$ cat src/rtl/id_operand_stage_pkg.sv
// Shared constants and types for the ID operand stage.
//   - Bus widths for the IF->ID, bypass->ID and ID->EXE buses.
//   - Opcode ranges that make source 2 come from rd instead of rk
//     (branches and st.b/st.h/st.w).
//   - bypass_t: one stage's slice of the bypass bus, MSB first.
//   - src2IsRd(): decides which field feeds source 2.
package id_operand_stage_pkg;

  localparam int IF_TO_ID_BUS_WD  = 64;
  localparam int BY_TO_ID_BUS_WD  = 120;
  localparam int ID_TO_EXE_BUS_WD = 128;
  localparam int BY_STAGE_WD      = 40;

  localparam logic [5:0] OP6_BR_LO  = 6'h16;
  localparam logic [5:0] OP6_BR_HI  = 6'h1b;
  localparam logic [9:0] OP10_ST_LO = 10'h0a4;
  localparam logic [9:0] OP10_ST_HI = 10'h0a6;

  typedef struct packed {
    logic [4:0]  addr;
    logic [31:0] data;
    logic        dataValid;
    logic        valid;
    logic        wEn;
  } bypass_t;

  // Branches compare rj against rd, and stores take their data from rd,
  // so both read rd as their second source.
  function automatic logic src2IsRd(input logic [31:0] inst);
    logic isBranch;
    logic isStore;
    isBranch = (inst[31:26] >= OP6_BR_LO) && (inst[31:26] <= OP6_BR_HI);
    isStore  = (inst[31:22] >= OP10_ST_LO) && (inst[31:22] <= OP10_ST_HI);
    return isBranch | isStore;
  endfunction

endpackage

$ cat src/rtl/id_operand_stage_fwd_mux.sv
// operand_fwd_mux: resolves one source operand.
// Ports:
//   src_addr_i  source register number
//   rf_data_i   regfile read data for that register
//   exe_by_i / mem_by_i / wb_by_i  bypass slices {addr, data, data_valid, valid, w_en}
//   operand_o   resolved operand value
//   stall_o     the newest producer has not produced its value yet
module operand_fwd_mux
  import id_operand_stage_pkg::*;
(
  input  logic [4:0]             src_addr_i,
  input  logic [31:0]            rf_data_i,
  input  logic [BY_STAGE_WD-1:0] exe_by_i,
  input  logic [BY_STAGE_WD-1:0] mem_by_i,
  input  logic [BY_STAGE_WD-1:0] wb_by_i,
  output logic [31:0]            operand_o,
  output logic                   stall_o
);

  bypass_t exeBy;
  bypass_t memBy;
  bypass_t wbBy;
  logic    exeHit;
  logic    memHit;
  logic    wbHit;

  assign exeBy = exe_by_i;
  assign memBy = mem_by_i;
  assign wbBy  = wb_by_i;

  assign exeHit = exeBy.valid & exeBy.wEn & (exeBy.addr == src_addr_i);
  assign memHit = memBy.valid & memBy.wEn & (memBy.addr == src_addr_i);
  assign wbHit  = wbBy.valid  & wbBy.wEn  & (wbBy.addr  == src_addr_i);

  // The youngest writer (EXE) holds the newest value, so once a stage hits,
  // older stages are ignored even if they have data ready. r0 is hardwired
  // to zero and never waits on anyone.
  always_comb begin
    operand_o = rf_data_i;
    stall_o   = 1'b0;
    if (src_addr_i == 5'd0) begin
      operand_o = '0;
    end else if (exeHit) begin
      operand_o = exeBy.dataValid ? exeBy.data : '0;
      stall_o   = ~exeBy.dataValid;
    end else if (memHit) begin
      operand_o = memBy.dataValid ? memBy.data : '0;
      stall_o   = ~memBy.dataValid;
    end else if (wbHit) begin
      operand_o = wbBy.dataValid ? wbBy.data : '0;
      stall_o   = ~wbBy.dataValid;
    end
  end

endmodule

$ cat src/rtl/id_operand_stage.sv
// id_operand_stage: instruction decode / operand stage.
// Latches {pc, inst} from IF, reads the regfile, resolves both operands
// through the EXE/MEM/WB bypass bus and hands them to EXE with a
// valid/allowin handshake. Stalls while a matching producer's data is not
// ready yet (load-use).
// Ports:
//   clk, reset                    clock, synchronous active-high reset
//   IF_to_ID_valid / _bus         incoming {pc, inst}
//   ID_allowin                    ID can take a new instruction
//   EXE_allowin                   EXE can take an instruction
//   ID_to_EXE_valid / _bus        outgoing {pc, inst, src1, src2}
//   br_flush                      redirect from EXE, kills ID content
//   BY_to_ID_bus                  bypass info, EXE slice in the MSBs
//   rf_raddr1/2, rf_rdata1/2      regfile read ports
//   stall_cnt                     saturating count of stall cycles
module id_operand_stage
  import id_operand_stage_pkg::*;
#(
  parameter int CNT_WD = 32
) (
  input  logic                        clk,
  input  logic                        reset,
  input  logic                        IF_to_ID_valid,
  input  logic [IF_TO_ID_BUS_WD-1:0]  IF_to_ID_bus,
  output logic                        ID_allowin,
  input  logic                        EXE_allowin,
  output logic                        ID_to_EXE_valid,
  output logic [ID_TO_EXE_BUS_WD-1:0] ID_to_EXE_bus,
  input  logic                        br_flush,
  input  logic [BY_TO_ID_BUS_WD-1:0]  BY_to_ID_bus,
  output logic [4:0]                  rf_raddr1,
  output logic [4:0]                  rf_raddr2,
  input  logic [31:0]                 rf_rdata1,
  input  logic [31:0]                 rf_rdata2,
  output logic [CNT_WD-1:0]           stall_cnt
);

  logic                       idValid_q,  idValid_d;
  logic [IF_TO_ID_BUS_WD-1:0] idBus_q,    idBus_d;
  logic [CNT_WD-1:0]          stallCnt_q, stallCnt_d;

  logic [31:0] pc;
  logic [31:0] inst;
  logic [4:0]  src1Addr;
  logic [4:0]  src2Addr;
  logic [31:0] src1Data;
  logic [31:0] src2Data;
  logic        stall1;
  logic        stall2;
  logic        readyGo;

  assign pc   = idBus_q[63:32];
  assign inst = idBus_q[31:0];

  assign src1Addr  = inst[9:5];
  assign src2Addr  = src2IsRd(inst) ? inst[4:0] : inst[14:10];
  assign rf_raddr1 = src1Addr;
  assign rf_raddr2 = src2Addr;

  operand_fwd_mux u_fwd1 (
    .src_addr_i (src1Addr),
    .rf_data_i  (rf_rdata1),
    .exe_by_i   (BY_to_ID_bus[119:80]),
    .mem_by_i   (BY_to_ID_bus[79:40]),
    .wb_by_i    (BY_to_ID_bus[39:0]),
    .operand_o  (src1Data),
    .stall_o    (stall1)
  );

  operand_fwd_mux u_fwd2 (
    .src_addr_i (src2Addr),
    .rf_data_i  (rf_rdata2),
    .exe_by_i   (BY_to_ID_bus[119:80]),
    .mem_by_i   (BY_to_ID_bus[79:40]),
    .wb_by_i    (BY_to_ID_bus[39:0]),
    .operand_o  (src2Data),
    .stall_o    (stall2)
  );

  assign readyGo         = ~(stall1 | stall2);
  assign ID_allowin      = ~idValid_q | (readyGo & EXE_allowin);
  assign ID_to_EXE_valid = idValid_q & readyGo & ~br_flush;
  assign ID_to_EXE_bus   = {pc, inst, src1Data, src2Data};
  assign stall_cnt       = stallCnt_q;

  // Next-state for the stage register. A flush beats everything; otherwise
  // the held instruction only moves when ID_allowin says so, which keeps
  // pc/inst stable during a stall and means IF simply keeps presenting.
  always_comb begin
    idValid_d = idValid_q;
    idBus_d   = idBus_q;
    if (br_flush) begin
      idValid_d = 1'b0;
    end else if (ID_allowin) begin
      idValid_d = IF_to_ID_valid;
      if (IF_to_ID_valid) begin
        idBus_d = IF_to_ID_bus;
      end
    end
  end

  // Stall counter: a cycle killed by a flush is not counted; the count
  // sticks at all-ones instead of wrapping.
  always_comb begin
    stallCnt_d = stallCnt_q;
    if (idValid_q & ~readyGo & ~br_flush & ~(&stallCnt_q)) begin
      stallCnt_d = stallCnt_q + 1'b1;
    end
  end

  // State registers with synchronous reset.
  always_ff @(posedge clk) begin
    if (reset) begin
      idValid_q  <= 1'b0;
      idBus_q    <= '0;
      stallCnt_q <= '0;
    end else begin
      idValid_q  <= idValid_d;
      idBus_q    <= idBus_d;
      stallCnt_q <= stallCnt_d;
    end
  end

endmodule

$ cat config.mk
export PLATFORM = sky130hd
export DESIGN_NAME = id_operand_stage
export DESIGN_NICKNAME = d
export VERILOG_FILES = /design/src/rtl/id_operand_stage_pkg.sv /design/src/rtl/id_operand_stage_fwd_mux.sv /design/src/rtl/id_operand_stage.sv
export SDC_FILE = /design/constraint.sdc
export NUM_CORES = 1
export LEC_CHECK = 0
export CAP_MARGIN = 30
export CORE_AREA = 2 2 164 166
export CTS_BUF_LIST = sky130_fd_sc_hd__clkbuf_4 sky130_fd_sc_hd__clkbuf_8
export DETAILED_ROUTE_END_ITERATION = 12
export DIE_AREA = 0 0 166 168
export GPL_TIMING_DRIVEN = 0
export PLACE_DENSITY = 0.64
export SLEW_MARGIN = 20
export SYNTH_ARGS = -nofsm -noshare
export SYNTH_HDL_FRONTEND = slang
export SYNTH_SLANG_ARGS = --single-unit
$ cat constraint.sdc
create_clock -name clk -period 6.9 [get_ports clk]
set_input_delay 1.035 -clock clk [delete_from_list [all_inputs] [get_ports clk]]
set_output_delay 1.035 -clock clk [all_outputs]
set_load 0.05 [all_outputs]
==> flow_summary.yaml, run 1 <==
synthesis:
  synthesis.nets: 1264
  synth_cell_type_count: 65
  syn_area_sq_um: 7140
  netlist.area_leader.share_pct: 27.2
  synth_seq_cells: 97
  synth-adder-area-share_pct: 0.175
  synth-xor-area-share_pct: 3.19
  ys_warn_count: 0
  syn_inst: 1010
  synthFlopType: "dfxtp_1"
  synth_top_family_by_area: "simple AND/OR/NAND/NOR gates"
  synthMuxAreaShare_pct: 9.93
  netlist_top_cells_area: "dfxtp_1 (27%), mux2i_1 (9.2%), nand2_1 (7.9%), nor2_1 (7.4%), a211oi_1 (6.8%)"
  yosys.area_share.simple_pct: 26.6
  ys_seq_area_share_pct: 27.2
  synth_edf_count: 0
  async_reset_ff_share_pct: 0
  syn_avg_cell_area_sq_um: 7.07
  yosys.area.top_type: "dfxtp_1"
  synth_compound_area_share_pct: 26.0
worst_hold_path:
  worstHoldPathType: "register to register"
detailed_routing:
  avgRoutedWirePerCell_um: 20.0
  dr.max_layer_used: "met4"
  routed-wl-met3_um: 3050
  first_iter_violations: 779
  drc: 0
  totalWireLength_um: 35700
  routed-wl-met2_um: 17200
  vias: 9461
  drt_first_pass_iters: 7
  viasPerCell: 5.28
  wl_met1_um: 14100
  antenna_left: 0
setup_path:
  crit_fanout: 10
  critPathKind: "primary input to primary output"
  crit_required_ps: 5860
  cp-start-kind: "primary input"
  crit_arrival_ps: 5170
  endpoint_kind: "primary output"
finish:
  num-fill-cells: 2731
  drive_above_1_share_pct: 3.87
  syn_to_final_growth_pct: 68.0
  regArea_sq_um: 1940
  multi_input_comb_area_sq_um: 4700
  nets: 1696
cts:
  clk_pin_slew_worst_paths_ps: 120
  hold_buffers: 0
  cts_root_buf: "clkbuf_8"
  cts_tree: "built"
  cts_made_buffers: 9
  cts.sinks: 97
  htreeDepth: 3
  cts_setup_buffers: 0
  cts_buffer_depth: 2
  clock_latency_ps: 390
  cts_resized: 0
global_route:
  grt_pass1_wl_um: 54100
  grt_max_degree: 21
  overflow: 0
  antenna_found_initial: 3
  grt_use_total_pct: 24.3
  grt_pass1_vias: 9337
sta:
  final-hold-violation-count: 0
  setup_viol: 0
  fin_crit_ps: 6210
  tns_ps: 0
  tightest_slew_ps: 871
  finClkSkew_ps: 18.2
  grt_setup_unrepaired: "false"
  min_period_over_period_pct: 90.0
  slew_violations: 0
  clock.fmax_mhz: 161
  slew_headroom_pct: 40.4
  worst_slack_ps: 691
status:
  status: "completed"
die:
  die_w_um: 166
  core_area_sq_um: 26400
  die_height_um: 168
  rows: 60
  io_pins: 425
  die_area_sq_um: 27900
  initial_core_util_pct: 27.1
power:
  ir_drop_uv: 107
  p_leak_nw: 4.53
  power_per_cell_area_nw_per_um2: 163
placement:
  pre_cts_slack_ps: 649
  io_buffers: 421
  detailed_place_hpwl_um: 28500
  place.gp.congestion: 0.972
job:
  maxCapViolations: 0
placed cells by master (no fill, tap or decap), types with 11 or more instances in the layout:
master | synthesis | routed
clkdlybuf4s50_1 | 0 | 421
nand2_1 | 151 | 151
nor2_1 | 140 | 140
dfxtp_1 | 97 | 97
a21oi_1 | 93 | 93
mux2i_1 | 66 | 66
clkbuf_1 | 66 | 66
a211oi_1 | 65 | 65
nand3_1 | 50 | 50
o211ai_1 | 33 | 33
a31oi_1 | 32 | 32
or3_1 | 25 | 25
inv_1 | 19 | 19
o21ai_1 | 17 | 17
xor2_1 | 15 | 15
o21ai_0 | 12 | 12
xnor2_1 | 11 | 11
synthesized netlist by cell type (all sizes together), types with 3 or more instances:
library cell / count
or2: 6
or3: 25
o211ai: 33
nand2: 153
inv: 20
mux2: 4
and4: 4
a211oi: 66
buf: 24
o21bai: 3
or4: 4
xor2: 15
a21oi: 94
nor3: 5
mux2i: 66
nand4: 8
a2111oi: 4
and3: 4
clkbuf: 66
nor4: 5
nand3: 50
dfxtp: 97
o21ai: 30
a31oi: 32
nor2: 141
o22ai: 5
nor2b: 10
xnor2: 11
power by group:
| group | internal (mW) | switching, mW |
|---|---|---|
| clock network | 0.145 | 0.241 |
| logic | 0.381 | 0.578 |
| registers | 0.588 | 0.0282 |
| total | 1.11 | 0.847 |
layout make-up:
class                   count  share of cell area [%]
repair buffers            421                    35.1
multi-input cells         803                    39.2
clock buffers               9                    1.03
diodes                      3                  0.0625
plain buffers              90                    3.52
clock inverters             7                   0.719
well taps                 341                    3.55
inverters                  20                   0.625
flip-flops and latches     97                    16.2
worst max-delay path: stages:
cell             delay (ps)
clkdlybuf4s50_1         460
nand2_1                 130
o21bai_1                190
a2111oi_0               390
mux2i_1                 140
a2111oi_2               580
clkbuf_1                490
clkbuf_1                460
nand3_1                 130
a21oi_1                 280
clkdlybuf4s50_1         870
worst paths after layout:
| path | cells past startpoint | endpoint | startpoint | slack, ps |
|---|---|---|---|---|
| max | 11 | ID_to_EXE_bus[31] | BY_to_ID_bus[81] | 690 |
| min | 2 | idBus_q[37]$_SDFFE_PP0P_ | idBus_q[37]$_SDFFE_PP0P_ | 510 |
| max reg2reg | 12 | idBus_q[59]$_SDFFE_PP0P_ | idBus_q[28]$_SDFFE_PP0P_ | 3220 |
| min reg2reg | 2 | idBus_q[37]$_SDFFE_PP0P_ | idBus_q[37]$_SDFFE_PP0P_ | 510 |
state kept, by name, indices dropped and copies added (netlist names):
name	cells
stall_cnt	32
idBus_q	64
idValid_q	1
metal layers:
layer	track usage [%]	up-vias
met5	0	-
met4	9.38	0
met3	6.54	77
met2	42.3	503
met1	28.4	4392
li1	-	4489
metrics by stage:
| stage | hold slack [ps] | std cells | cell area [sq um] | utilization (%) | power, mW |
|---|---|---|---|---|---|
| detailed placement | 485 | 1772 | 11800 | 44.7 | 1.59 |
| global placement | 474 | 1772 | 11800 | 44.7 | 1.59 |
| finish | 507 | 1791 | 12000 | 45.6 | 1.96 |
| floorplan | 611 | 1010 | 7140 | - | 1.17 |
| CTS | 509 | 1788 | 12000 | 45.5 | 1.98 |
| global route | 535 | 1791 | 12000 | 45.6 | 2.05 |
cells by family (layout without fill, tap and decap cells):
| logic type | Yosys count | after routing |
|---|---|---|
| DFF | 97 | 97 |
| xor gates and xnor gates | 26 | 26 |
| AOI/OAI and AO/OA | 285 | 285 |
| buffers and inverters | 110 | 547 |
| other | 0 | 3 |
| adders and majority gates | 1 | 1 |
| and+or+nand+nor | 421 | 421 |
| muxes | 70 | 70 |
Note: power is estimated with default switching activity, not from simulation.
==> run 2, diff against run 1 <==
- CORE_AREA: 2 2 164 166 -> 2 2 163 165
- DIE_AREA: 0 0 166 168 -> 0 0 165 167
==> flow_summary.yaml, run 2 (synthesis gave the netlist of run 1 again) <==
setup_path:
  crit_required_ps: 5860
  r2r_cells: 13
  cp-start-kind: "primary input"
  rrSetupSlack_ps: 3270
  slowest_delay_ps: 850
  path_cells: "clkdlybuf4s50_1 -> nand2_1 -> o21bai_1 -> a2111oi_0 -> mux2i_1 -> a2111oi_2 -> clkbuf_1 -> clkbuf_1 -> nand3_1 -> a21oi_1 -> clkdlybuf4s50_1"
  endpoint_kind: "primary output"
  worst-path-buf-inv: 4
  r2r-start: "idBus_q[28]$_SDFFE_PP0P_"
  cpLargestDelayFamily: "buffers and inverters"
  cpMaxStageDelayCell: "clkdlybuf4s50_1"
  crit_arrival_ps: 5120
  critPathKind: "primary input to primary output"
  crit_fanout: 10
  reg2reg_to: "idBus_q[26]$_SDFFE_PP0P_"
detailed_routing:
  drt_first_pass_iters: 5
  avgRoutedWirePerCell_um: 19.9
  drc: 0
  antenna_left: 0
  totalWireLength_um: 35600
  vias: 9387
  viasPerCell: 5.25
  first_iter_violations: 785
worst_hold_path:
  hold_end: "idBus_q[56]$_SDFFE_PP0P_"
  holdPathStages: 2
  hp-start: "idBus_q[56]$_SDFFE_PP0P_"
  worstHoldPathType: "register to register"
cts:
  cts_root_buf: "clkbuf_8"
  cts.sinks: 97
  cts_made_buffers: 9
  hold_buffers: 0
  cts_resized: 0
  clock_latency_ps: 390
  cts_buffer_depth: 2
  cts_setup_buffers: 0
  cts_tree: "built"
  clk_pin_slew_worst_paths_ps: 110
  htreeDepth: 3
die:
  die_area_sq_um: 27600
  die_w_um: 165
  rows: 59
  die_height_um: 167
  io_pins: 425
  initial_core_util_pct: 27.7
  core_area_sq_um: 25800
sta:
  slew_violations: 0
  setup_viol: 0
  min_period_over_period_pct: 89.2
  tns_ps: 0
  fin_crit_ps: 6150
  grt_setup_unrepaired: "false"
  tightest_slew_ps: 823
  final-hold-violation-count: 0
  slew_headroom_pct: 43.7
  finClkSkew_ps: 22.7
  worst_slack_ps: 749
  clock.fmax_mhz: 163
power:
  ir_drop_uv: 112
  power_per_cell_area_nw_per_um2: 168
  p_leak_nw: 4.55
placement:
  detailed_place_hpwl_um: 28800
  place.gp.congestion: 0.938
  io_buffers: 421
  pre_cts_slack_ps: 697
  dp.cells: 1766
finish:
  syn_to_final_growth_pct: 68.5
  regMostFlops: "idBus_q"
  multi_input_comb_area_sq_um: 4700
  nets: 1697
  instances_no_fill: 1788
  final_common_cell: "clkdlybuf4s50_1"
  largest_reg_flops: 64
  regArea_sq_um: 1940
  final_cell_mix: "clkdlybuf4s50_1 (421), nand2_1 (151), nor2_1 (140)"
  drive_above_1_share_pct: 3.94
  num-fill-cells: 2606
status:
  status: "completed"
global_route:
  grt_pass1_vias: 9277
  grt_max_degree: 20
  grt_use_total_pct: 24.9
  overflow: 0
  antenna_found_initial: 5
  grt_pass1_wl_um: 53200
job:
  maxCapViolations: 0
==> run 2: cell count changes in the layout (fill, tap and decap cells not counted), sizes merged <==
cell | before | now
clkbuf | 75 | 76
bufinv | 0 | 2
diode | 3 | 5
clkinv | 5 | 1
inv | 22 | 24
==> run 2: per-layer routing <==
metal	global-route usage [%]	share of wire (%)
met3	6.63	9.0
met4	9.68	3.3
met1	28.4	38
met2	43.6	50
met5	0	0.034
==> run 2: worst reg2reg max path: stages, from the launching register on <==
cell,delay [ps]
dfxtp_1,410
and2b_1,240
o21a_2,260
nor2_2,260
mux2_4,370
nor4_2,540
clkbuf_2,280
a21oi_1,110
o32ai_1,280
o21ba_2,190
buf_6,170
buf_6,180
mux2i_1,160
nor2_1,60
==> run 2: worst max-delay path by stage <==
stage | from | to | slack (ps) | cells after the start
floorplan | idBus_q[28]$_SDFFE_PP0P_ | ID_to_EXE_bus[10] | 1320 | 11
global placement | BY_to_ID_bus[80] | ID_to_EXE_bus[14] | 720 | 11
detailed placement | BY_to_ID_bus[80] | ID_to_EXE_bus[13] | 700 | 11
CTS | BY_to_ID_bus[80] | ID_to_EXE_bus[13] | 670 | 11
global route | BY_to_ID_bus[80] | ID_to_EXE_bus[13] | 350 | 11
finish | BY_to_ID_bus[80] | ID_to_EXE_bus[13] | 750 | 11
==> run 2: where the power goes <==
| part | switching [mW] | total [mW] | internal, mW |
|---|---|---|---|
| sequential | 0.0275 | 0.616 | 0.588 |
| clock | 0.233 | 0.449 | 0.216 |
| combinational | 0.576 | 0.957 | 0.382 |
| total | 0.836 | 2.02 | 1.19 |
==> run 2: layout make-up <==
cell class,instances,share of cell area (%)
repair buffers,422,35.0
clock inverters,7,0.987
multi-input cells,803,39.1
flip-flops and latches,97,16.1
plain buffers,90,3.51
inverters,20,0.624
well taps,335,3.48
diodes,5,0.104
clock buffers,9,1.03
==> run 2: through the flow <==
stage / hold slack (ps) / power, mW / area, sq um / utilization [%]
floorplan: 611 / 1.17 / 7140 / -
global placement: 473 / 1.58 / 11800 / 45.7
detailed placement: 486 / 1.58 / 11800 / 45.7
finish: 504 / 2.02 / 12000 / 46.7
global route: 530 / 2.11 / 12000 / 46.7
CTS: 512 / 2.04 / 12000 / 46.7
==> run 3, diff against run 2 <==
- CORE_AREA: 2 2 163 165 -> 8 8 160 162
- DIE_AREA: 0 0 165 167 -> 0 0 168 170
- PLACE_DENSITY: 0.64 -> 0.71
==> flow_summary.yaml, run 3 (synthesis gave the netlist of run 1 again) <==
setup_path:
  path_cells: "clkdlybuf4s50_1 -> nand2_1 -> o21bai_1 -> a2111oi_0 -> mux2i_1 -> a2111oi_2 -> clkbuf_1 -> clkbuf_1 -> nand3_1 -> a21oi_1 -> clkdlybuf4s50_1"
  critPathKind: "primary input to primary output"
  worst-path-buf-inv: 4
  cpLargestDelayFamily: "buffers and inverters"
  slowest_delay_ps: 880
  crit_fanout: 10
  endpoint_kind: "primary output"
  crit_arrival_ps: 5070
  crit_required_ps: 5860
  cp-start-kind: "primary input"
  cpMaxStageDelayCell: "clkdlybuf4s50_1"
sta:
  final-hold-violation-count: 0
  slew_violations: 0
  worst_hold_slack_ps: 510
  finClkSkew_ps: 20.6
  min_period_over_period_pct: 88.4
  fin_crit_ps: 6100
  setup_viol: 0
  slew_headroom_pct: 31.1
  grt_setup_unrepaired: "false"
  tns_ps: 0
  tightest_slew_ps: 1020
  clock.fmax_mhz: 164
detailed_routing:
  drt_first_pass_iters: 5
  antenna_left: 0
  avgRoutedWirePerCell_um: 21.2
  first_iter_violations: 721
  drc: 0
  totalWireLength_um: 37000
  vias: 9424
  viasPerCell: 5.41
placement:
  io_buffers: 421
  detailed_place_hpwl_um: 30100
  place.gp.congestion: 0.972
status:
  status: "completed"
finish:
  drive_above_1_share_pct: 3.87
  regMostFlops: "idBus_q"
  syn_to_final_growth_pct: 67.6
  largest_reg_flops: 64
  num-fill-cells: 2273
  final_common_cell: "clkdlybuf4s50_1"
  regArea_sq_um: 1940
  multi_input_comb_area_sq_um: 4700
  nets: 1696
  final_cell_mix: "clkdlybuf4s50_1 (421), nand2_1 (151), nor2_1 (140)"
cts:
  cts_resized: 0
  hold_buffers: 0
  clk_pin_slew_worst_paths_ps: 100
  cts_buffer_depth: 2
  cts.sinks: 97
  cts_tree: "built"
  cts_setup_buffers: 0
  htreeDepth: 3
  cts_made_buffers: 9
  clock_latency_ps: 390
  cts_root_buf: "clkbuf_8"
die:
  io_pins: 425
  core_area_sq_um: 23100
  die_height_um: 170
  rows: 56
  initial_core_util_pct: 31.0
  die_w_um: 168
  die_area_sq_um: 28600
global_route:
  grt_max_degree: 20
  overflow: 0
  grt_use_total_pct: 24.6
  grt_pass1_vias: 9616
  antenna_found_initial: 4
  grt_pass1_wl_um: 55800
power:
  power.total_mw: 2.02
  ir_drop_uv: 152
  power_per_cell_area_nw_per_um2: 169
  p_leak_nw: 4.55
worst_hold_path:
  worstHoldPathType: "register to register"
job:
  maxCapViolations: 0
==> run 3: cell types whose count changed in the layout (fill, tap and decap cells not counted) <==
cell	change
diode_2	-1
clkbuf_2	-1
==> run 3: routing by layer <==
layer / GRT usage [%] / wire length (um) / vias up
met2: 44.3 / 18300 / 489
met1: 26.7 / 13900 / 4381
met5: 0 / 0 / -
li1: - / - / 4482
met4: 9.51 / 1230 / 0
met3: 7.41 / 3500 / 72
==> run 3: where the power goes <==
part	leakage [nW]	switching (mW)	internal (mW)
registers	0.792	0.0285	0.589
logic	3.63	0.576	0.381
clock network	0.123	0.234	0.216
total	4.55	0.839	1.19
==> run 3: worst paths after layout <==
| kind | cells after the start | startpoint | slack [ps] | to |
|---|---|---|---|---|
| min reg2reg | 2 | stall_cnt[31]$_SDFFE_PP0P_ | 510 | stall_cnt[31]$_SDFFE_PP0P_ |
| min | 2 | stall_cnt[31]$_SDFFE_PP0P_ | 510 | stall_cnt[31]$_SDFFE_PP0P_ |
| max | 11 | BY_to_ID_bus[81] | 800 | ID_to_EXE_bus[5] |
| max reg2reg | 12 | idBus_q[28]$_SDFFE_PP0P_ | 2980 | idBus_q[26]$_SDFFE_PP0P_ |
==> run 3: stage by stage <==
step                      cells  util [%]  area, sq um  worst slack (ps)
after floorplan            1010         -         7140              1320
after global placement     1721      50.8        11700               805
after detailed placement   1721      50.8        11700               817
after CTS                  1737      51.9        12000               784
after global routing       1741      51.9        12000               486
final                      1741      51.9        12000               800
==> run 3: layout make-up <==
class / instances / share of cell area (%)
multi-input combinational: 803 / 39.3
timing repair buffer: 421 / 35.2
sequential: 97 / 16.2
buffer: 90 / 3.53
tap: 290 / 3.03
clock buffer: 9 / 1.03
clock inverter: 7 / 0.993
inverter: 20 / 0.627
antenna: 4 / 0.0836
==> run 3: worst register-to-register path, cell delays in order, from the launching register on <==
cell	delay (ps)
dfxtp_1	440
and2b_1	250
o21a_2	260
nor2_2	280
mux2_4	370
nor4_2	850
a21oi_1	270
o32ai_1	330
o21ba_2	190
buf_6	160
buf_6	180
mux2i_1	160
nor2_1	50
